[config.mk]
export PLATFORM = sky130hd
export DESIGN_NAME = bit_serial_alu_flat
export DESIGN_NICKNAME = d
export VERILOG_FILES = /design/src/rtl/bit_serial_alu_if.sv /design/src/rtl/bit_serial_alu.sv /design/src/flat_wrapper.sv
export SDC_FILE = /design/constraint.sdc
export NUM_CORES = 1
export LEC_CHECK = 0
export CORE_AREA = 2 2 63 65
export CTS_BUF_LIST = sky130_fd_sc_hd__clkbuf_8
export DETAILED_ROUTE_END_ITERATION = 12
export DIE_AREA = 0 0 65 67
export GPL_ROUTABILITY_DRIVEN = 0
export HOLD_SLACK_MARGIN = 0.06
export PLACE_DENSITY = 0.72
export SYNTH_ARGS = -nofsm -noshare
export SYNTH_HDL_FRONTEND = slang
export SYNTH_SLANG_ARGS = --single-unit
export TNS_END_PERCENT = 100
[constraint.sdc]
create_clock -name clk -period 1.5 [get_ports clk]
set_input_delay 0.225 -clock clk [delete_from_list [all_inputs] [get_ports clk]]
set_output_delay 0.225 -clock clk [all_outputs]
set_load 0.02 [all_outputs]
[src/rtl/bit_serial_alu_if.sv]
// Operand/result handshake bundle for bit_serial_alu.
// The master side is the operand source and result sink. The slave side is the ALU.
interface bit_serial_alu_if #(
    parameter int WIDTH = 8
);
    logic             in_valid;
    logic             in_ready;
    logic [WIDTH-1:0] op_a;
    logic [WIDTH-1:0] op_b;
    logic [1:0]       sel;
    logic             out_valid;
    logic             out_ready;
    logic [WIDTH-1:0] result;
    logic             busy;

    modport master (
        output in_valid, op_a, op_b, sel, out_ready,
        input  in_ready, out_valid, result, busy
    );

    modport slave (
        input  in_valid, op_a, op_b, sel, out_ready,
        output in_ready, out_valid, result, busy
    );
endinterface

[src/rtl/bit_serial_alu.sv]
// Bit-serial logic unit: operands stream LSB-first through a one-bit ALU slice.
// The result word is assembled MSB-in and published once every bit is done.
//
// state   | meaning
// --------+------------------------------------------------------------
// S_IDLE  | ready for an operation; operands are latched on in_valid
// S_SHIFT | one bit per clock through the slice, WIDTH clocks in total
// S_DONE  | result presented, waiting for out_ready
module bit_serial_alu #(
    parameter int WIDTH = 8
) (
    input  logic            clk,
    input  logic            rst_n,
    bit_serial_alu_if.slave bus
);
    localparam int CNT_W = $clog2(WIDTH);
    localparam logic [CNT_W-1:0] CNT_LAST = CNT_W'(WIDTH - 1);

    typedef enum logic [1:0] {
        S_IDLE  = 2'd0,
        S_SHIFT = 2'd1,
        S_DONE  = 2'd2
    } state_t;

    state_t           state_q, state_d;
    logic [WIDTH-1:0] a_sh_q, a_sh_d;
    logic [WIDTH-1:0] b_sh_q, b_sh_d;
    logic [WIDTH-1:0] r_sh_q, r_sh_d;
    logic [WIDTH-1:0] result_q, result_d;
    logic [1:0]       sel_q, sel_d;
    logic [CNT_W-1:0] cnt_q, cnt_d;
    logic             y;
    logic [WIDTH-1:0] r_next;

    // One-bit slice: 00 OR, 01 AND, 10 NOR, 11 NAND
    function automatic logic bit_alu(input logic [1:0] s, input logic a, input logic b);
        logic r;
        case (s)
            2'b00:   r = a | b;
            2'b01:   r = a & b;
            2'b10:   r = ~(a | b);
            default: r = ~(a & b);
        endcase
        return r;
    endfunction

    assign y      = bit_alu(sel_q, a_sh_q[0], b_sh_q[0]);
    assign r_next = {y, r_sh_q[WIDTH-1:1]};

    // State and datapath registers with synchronous active-low reset
    always_ff @(posedge clk) begin
        if (!rst_n) begin
            state_q  <= S_IDLE;
            a_sh_q   <= '0;
            b_sh_q   <= '0;
            r_sh_q   <= '0;
            result_q <= '0;
            sel_q    <= '0;
            cnt_q    <= '0;
        end else begin
            state_q  <= state_d;
            a_sh_q   <= a_sh_d;
            b_sh_q   <= b_sh_d;
            r_sh_q   <= r_sh_d;
            result_q <= result_d;
            sel_q    <= sel_d;
            cnt_q    <= cnt_d;
        end
    end

    // Next-state and datapath update; result only changes on the final bit
    // so the published word never shows a partially shifted value
    always_comb begin
        state_d  = state_q;
        a_sh_d   = a_sh_q;
        b_sh_d   = b_sh_q;
        r_sh_d   = r_sh_q;
        result_d = result_q;
        sel_d    = sel_q;
        cnt_d    = cnt_q;
        case (state_q)
            S_IDLE: begin
                if (bus.in_valid) begin
                    a_sh_d  = bus.op_a;
                    b_sh_d  = bus.op_b;
                    sel_d   = bus.sel;
                    cnt_d   = '0;
                    state_d = S_SHIFT;
                end
            end
            S_SHIFT: begin
                r_sh_d = r_next;
                a_sh_d = a_sh_q >> 1;
                b_sh_d = b_sh_q >> 1;
                cnt_d  = cnt_q + CNT_W'(1);
                if (cnt_q == CNT_LAST) begin
                    result_d = r_next;
                    state_d  = S_DONE;
                end
            end
            S_DONE: begin
                if (bus.out_ready) begin
                    state_d = S_IDLE;
                end
            end
            default: state_d = S_IDLE;
        endcase
    end

    assign bus.in_ready  = (state_q == S_IDLE);
    assign bus.out_valid = (state_q == S_DONE);
    assign bus.busy      = (state_q != S_IDLE);
    assign bus.result    = result_q;
endmodule

[src/flat_wrapper.sv]
// flat-port wrapper written by rule: the top's interface ports become plain ports
module bit_serial_alu_flat 
#(
    parameter int WIDTH = 8
)
  (clk, rst_n, bus_in_valid, bus_op_a, bus_op_b, bus_sel, bus_out_ready, bus_in_ready, bus_out_valid, bus_result, bus_busy);
  bit_serial_alu_if #(.WIDTH(WIDTH)) bus_i ();
  input  logic clk;
  input  logic rst_n;
  input wire logic [$bits(bus_i.in_valid)-1:0] bus_in_valid;
  input wire logic [$bits(bus_i.op_a)-1:0] bus_op_a;
  input wire logic [$bits(bus_i.op_b)-1:0] bus_op_b;
  input wire logic [$bits(bus_i.sel)-1:0] bus_sel;
  input wire logic [$bits(bus_i.out_ready)-1:0] bus_out_ready;
  output wire logic [$bits(bus_i.in_ready)-1:0] bus_in_ready;
  output wire logic [$bits(bus_i.out_valid)-1:0] bus_out_valid;
  output wire logic [$bits(bus_i.result)-1:0] bus_result;
  output wire logic [$bits(bus_i.busy)-1:0] bus_busy;
  assign bus_i.in_valid = bus_in_valid;
  assign bus_i.op_a = bus_op_a;
  assign bus_i.op_b = bus_op_b;
  assign bus_i.sel = bus_sel;
  assign bus_i.out_ready = bus_out_ready;
  assign bus_in_ready = bus_i.in_ready;
  assign bus_out_valid = bus_i.out_valid;
  assign bus_result = bus_i.result;
  assign bus_busy = bus_i.busy;
  bit_serial_alu #(.WIDTH(WIDTH)) u_core (.clk(clk), .rst_n(rst_n), .bus(bus_i));
endmodule
Word level (Yosys, flattened, before mapping)
Cells that the tools add are included.
{"block": "totals", "regBits": 39, "wordCells": 39, "output_inout_bits": 11, "in_bits": 22}
{"block": "classes", "n_addsub": 1, "reduce_logical": 8, "n_eq_ne": 8, "n_mux": 11, "n_bitwise": 4}
{"operator": "one-hot mux 8 bit (2 select lines)", "count": 2}
{"operator": "two-way mux 8 bit", "count": 2}
{"operator": "two-way mux 2 bit", "count": 3}
{"operator": "one-hot mux 2 bit (3 select lines)", "count": 1}
{"operator": "one-hot mux 3 bit (2 select lines)", "count": 1}
{"operator": "AND reduction 2 bit", "count": 3}
{"operator": "== test 2 x 1 -> 1 bit (second input constant)", "count": 2}
{"operator": "== test 2 bit (second input constant)", "count": 2}
{"operator": "zero test 2 bit", "count": 2}
{"operator": "inequality test 2 bit (second input constant)", "count": 2}
{"operator": "nonzero test 2 bit", "count": 2}
{"operator": "adder 3 x 1 -> 3 bit (second input constant)", "count": 1}
{"operator": "== test 3 bit (second input constant)", "count": 1}
{"operator": "two-way mux 3 bit", "count": 1}
{"operator": "one-hot mux 1 bit (3 select lines)", "count": 1}
{"operator": "AND reduction 3 bit", "count": 1}
{"operator": "inequality test 2 x 1 -> 1 bit (second input constant)", "count": 1}
{"operator": "NOT 1 bit", "count": 2}
{"operator": "AND 1 bit", "count": 1}
{"operator": "OR 1 bit", "count": 1}

Logic depth before layout (Yosys ltp)
Gate-level depths: netlist of run 1.
{"block": "depth", "word_depth": 3, "mapped_depth": 6, "ltp_nobuf": 5}

Worst setup path before layout of run 1
Ideal clock, no wire load.
{"block": "synth_path", "path_type": "reg-to-reg", "startpoint": "reg u_core.cnt_q[0]", "endpoint": "reg u_core.result_q[7] (netlist: u_core.bus.result[7])", "n_path_buf": 1, "required_ns": 1.372, "path_slack_ns": 0.242, "stages_incl_launch_ff": 7, "synth_period_minus_slack_ns": 1.258, "setup_ns": 0.128, "arrival_time_ns": 1.130, "path_cell_list": "dfxtp_1 > ha_1 > ha_1 > and3b_1 > buf_4 > o21ai_1 > a31oi_1"}
{"block": "synth_between", "elab_chain_cells": 2}
{"element": "start: declaration", "line_no": "bit_serial_alu.sv:31", "rtl": "logic [CNT_W-1:0] cnt_q, cnt_d;"}
{"element": "start signal: assignment", "line_no": "bit_serial_alu.sv:67", "rtl": "cnt_q <= cnt_d;"}
{"element": "== test 3 bit", "line_no": "bit_serial_alu.sv:96", "rtl": "if (cnt_q == CNT_LAST) begin"}
{"element": "AND reduction 2 bit (no line)"}
{"element": "end signal: assignment", "line_no": "bit_serial_alu.sv:65", "rtl": "result_q <= result_d;"}
{"element": "end: declaration", "line_no": "bit_serial_alu.sv:29", "rtl": "logic [WIDTH-1:0] result_q, result_d;"}
Every way passes these cells.
A chain may end at the register's enable or synchronous reset.

Worst setup path in the final report of run 1
{"block": "layout_path", "startpoint": "reg u_core.result_q[7] (netlist: u_core.bus.result[7])", "endpoint": "out bus_result[7]"}
{"element": "end: declaration", "line_no": "flat_wrapper.sv:17", "rtl": "output wire logic [$bits(bus_i.result)-1:0] bus_result;"}
No word-level cell between the ends.

==> results.tsv, run 1 <==
metric	value	unit
r2r setup slk	110	ps
fin crit period	1460	ps
Worst slew margin	78.5	%
dominant synthesized flop cell	dfxtp_1	
CP Cell Sequence	clkdlybuf4s50_1	
cts bufs inserted	5	
worst setup path category	reg -> out	
Crit-path slowest cell	clkdlybuf4s50_1	
initial antenna violation count	0	
Max FO, Critical Path	2	
reg2reg end	u_core.b_sh_q[0]	
Area Growth Syn to Fin	31.0	%
CP Capture Point	bus_result[7]	
Post-CTS Hold Buffers	0	
total die area	0.00436	mm²
Area after DPL	0.00210	mm²
min-delay worst type	reg -> reg	
Worst R2R Start	u_core.state_q[0]	
max incr delay on CP	600	ps
via density per instance	5.04	
initial drt markers	54	
Reg clk slew, reported paths	70	ps
Top delay family on crit path	buffers and inverters	
f_max	687	MHz
Power Density	958	mW/mm²
Overall Global Routing Usage	17.0	%
period utilisation layout	97.1	%
final non-filler cell total	277	
initial core utilization	46.3	%
DRT antenna net count	0	
Post-synth top cells	nand2_1, dfxtp_1, nor2_1	
Antenna diodes	0	
# placed instances	269	
register area share after synthesis	45.6	%
Worst Path Required	1270	ps
syn nets	215	
Critical Path Start	u_core.bus.result[7]	
Clock Tree Root	clkbuf_8	
via count	1397	
setup slack at placement	2.68	ps
share of the synthesized area in the top cell type	45.6	%
clock latency at the later pin of the worst-skew pair	290	ps
PnR worst setup slack	44.1	ps
CTS tree	done	
Yosys reg bits	38	
status	completed	
CP Capture Type	output port	
Cells after Synth	191	
register area	761	µm²
Leak	0.858	nW
mean post-synth cell area	8.74	µm²
CP Depth	1	
finished layout cell area	0.00219	mm²
Setup-failing EPs final	0	
# fillers	348	
Final Power	2.09	mW
global route overflow	0	
DIE HEIGHT	67	µm
share of post-route cells with drive strength above 1	17.0	%
# DRC	0	
MaxCap Viol Count	0	
post-synth design cell area	0.00167	mm²
count leader, synth	nand2_1	
clock sink count	38	
Synth area leader	dfxtp_1	
asr flop ratio synth	0	%
I/O Pins	33	
clock tree buffer depth	2	
Unique masters post-synth	29	
Setup Skew	5.31	ps
placeable core region	0.00361	mm²
global-route wire length before repair	5.64	mm
crit path DAT	1230	ps
WHS	453	ps
IO buf count	32	
routed len/inst	11.9	µm
Crit path buffers/inverters	1	
Pre-antenna DRT Iters	4	
utilization after layout	60.7	%
Post-synth EDFFs	0	
Slew @ Worst Pin	321	ps
vias in the first global route	1312	
Synth area leaders	dfxtp_1, a311oi_2, nand2_1, a21oi_1, nor2_1	
htree depth	2	
hold violation total from the final report	0	
largest net degree at the start of global routing	30	
multi-input combinational cell area	813	µm²
Final Net Count	252	
Total Wirelength	3.31	mm
Core Rows	22	
Post-DP HPWL	2.33	mm
Die Width	65	µm
setup_tns	0	ps
cells on worst reg2reg path	6	
peak supply drop	469	µV
Pins Over Slew Limit	0	
startpoint types	register	
Synth warnings	0	
## final cells by class
cell class,count,share of cell area (%)
clock buffers,6,3.78
clock inverters,2,0.400
inverters,2,0.343
multi-input cells,137,37.2
flip-flops and latches,38,34.8
well taps,48,2.75
repair buffers,44,20.8
## cells by family after synthesis
group,Yosys count,share of synthesized area [%]
buffers and inverters,16,5.77
adder cells (fa/ha/maj),2,1.50
flip-flops,38,45.6
AND/OR/NAND/NOR,89,22.7
AO/OA/AOI/OAI,44,23.2
multiplexers,2,1.20
## what timing repair did
action / CTS / global route
buffers inserted: 0 / 0
setup endpoints to repair: 3 / 5
gates resized for setup: 4 / 6
pin swaps: 0 / 0
## how the worst min path moves through the flow
stage / startpoint / end / slack, ps / cells past startpoint
after CTS: u_core.bus.result[5] / u_core.bus.result[5] / 460 / 2
after floorplan: rst_n / u_core.bus.result[7] / 370 / 2
after detailed placement: u_core.bus.result[5] / u_core.bus.result[5] / 450 / 2
final: u_core.bus.result[5] / u_core.bus.result[5] / 450 / 2
after global routing: u_core.bus.result[5] / u_core.bus.result[5] / 470 / 2
after global placement: u_core.bus.result[5] / u_core.bus.result[5] / 440 / 2
## routing by layer
layer / routed length [µm] / global-route usage [%] / up-vias
met5: 0 / 0 / -
met4: 0 / 6.38 / 0
met3: 121 / 5.07 / 0
met2: 1610 / 29.1 / 20
met1: 1570 / 19.9 / 654
li1: - / - / 723
## registers in the layout, indices dropped and copies added, names as in the netlist
register	count
u_core.sel_q	2
u_core.cnt_q	3
u_core.bus.result	8
u_core.state_q	2
u_core.a_sh_q	8
u_core.r_sh_q	7
u_core.b_sh_q	8
## power breakdown
group / total [mW] / switching (mW) / internal (mW) / leakage [nW]
Combinational: 0.310 / 0.148 / 0.162 / 0.494
Clock: 0.699 / 0.336 / 0.364 / 0.0524
Sequential: 1.09 / 0.0278 / 1.06 / 0.311
## layout by cell type, fill, tap and decap left out, types with 2 or more instances in the layout
cell              n
ha_1              2
buf_4             8
a22oi_1           2
a21oi_1          16
clkbuf_2          2
buf_12            4
a21o_1            2
clkdlybuf4s50_1  27
nand3b_1          3
o21ai_1           2
nand2_1          56
inv_1             2
a311oi_2         14
nor2_1           20
clkbuf_8          6
dlymetal6s2s_1    2
a211oi_1          2
dfxtp_1          38
mux2i_1           2
nand2b_1          4
a31oi_1           2
nor2b_1           2
(Power assumes the default switching activity.)
==> inputs of run 2 (changes only) <==
--- a/config.mk
+++ b/config.mk
@@ -10,7 +10,6 @@
 export DETAILED_ROUTE_END_ITERATION = 12
 export DIE_AREA = 0 0 65 67
 export GPL_ROUTABILITY_DRIVEN = 0
-export HOLD_SLACK_MARGIN = 0.06
 export PLACE_DENSITY = 0.72
 export SYNTH_ARGS = -nofsm -noshare
 export SYNTH_HDL_FRONTEND = slang
==> results of run 2 <==
Final layout, timing and power as in run 1 (identical DEF).
==> inputs of run 3 (changes only) <==
--- a/config.mk
+++ b/config.mk
@@ -9,8 +9,8 @@
 export CTS_BUF_LIST = sky130_fd_sc_hd__clkbuf_8
 export DETAILED_ROUTE_END_ITERATION = 12
 export DIE_AREA = 0 0 65 67
-export GPL_ROUTABILITY_DRIVEN = 0
 export PLACE_DENSITY = 0.72
+export SKIP_LAST_GASP = 1
 export SYNTH_ARGS = -nofsm -noshare
 export SYNTH_HDL_FRONTEND = slang
 export SYNTH_SLANG_ARGS = --single-unit
==> results of run 3 <==
Final layout, timing and power as in run 1 (identical DEF).
Among the figures that moved: number of gates resized after CTS 4 -> 3
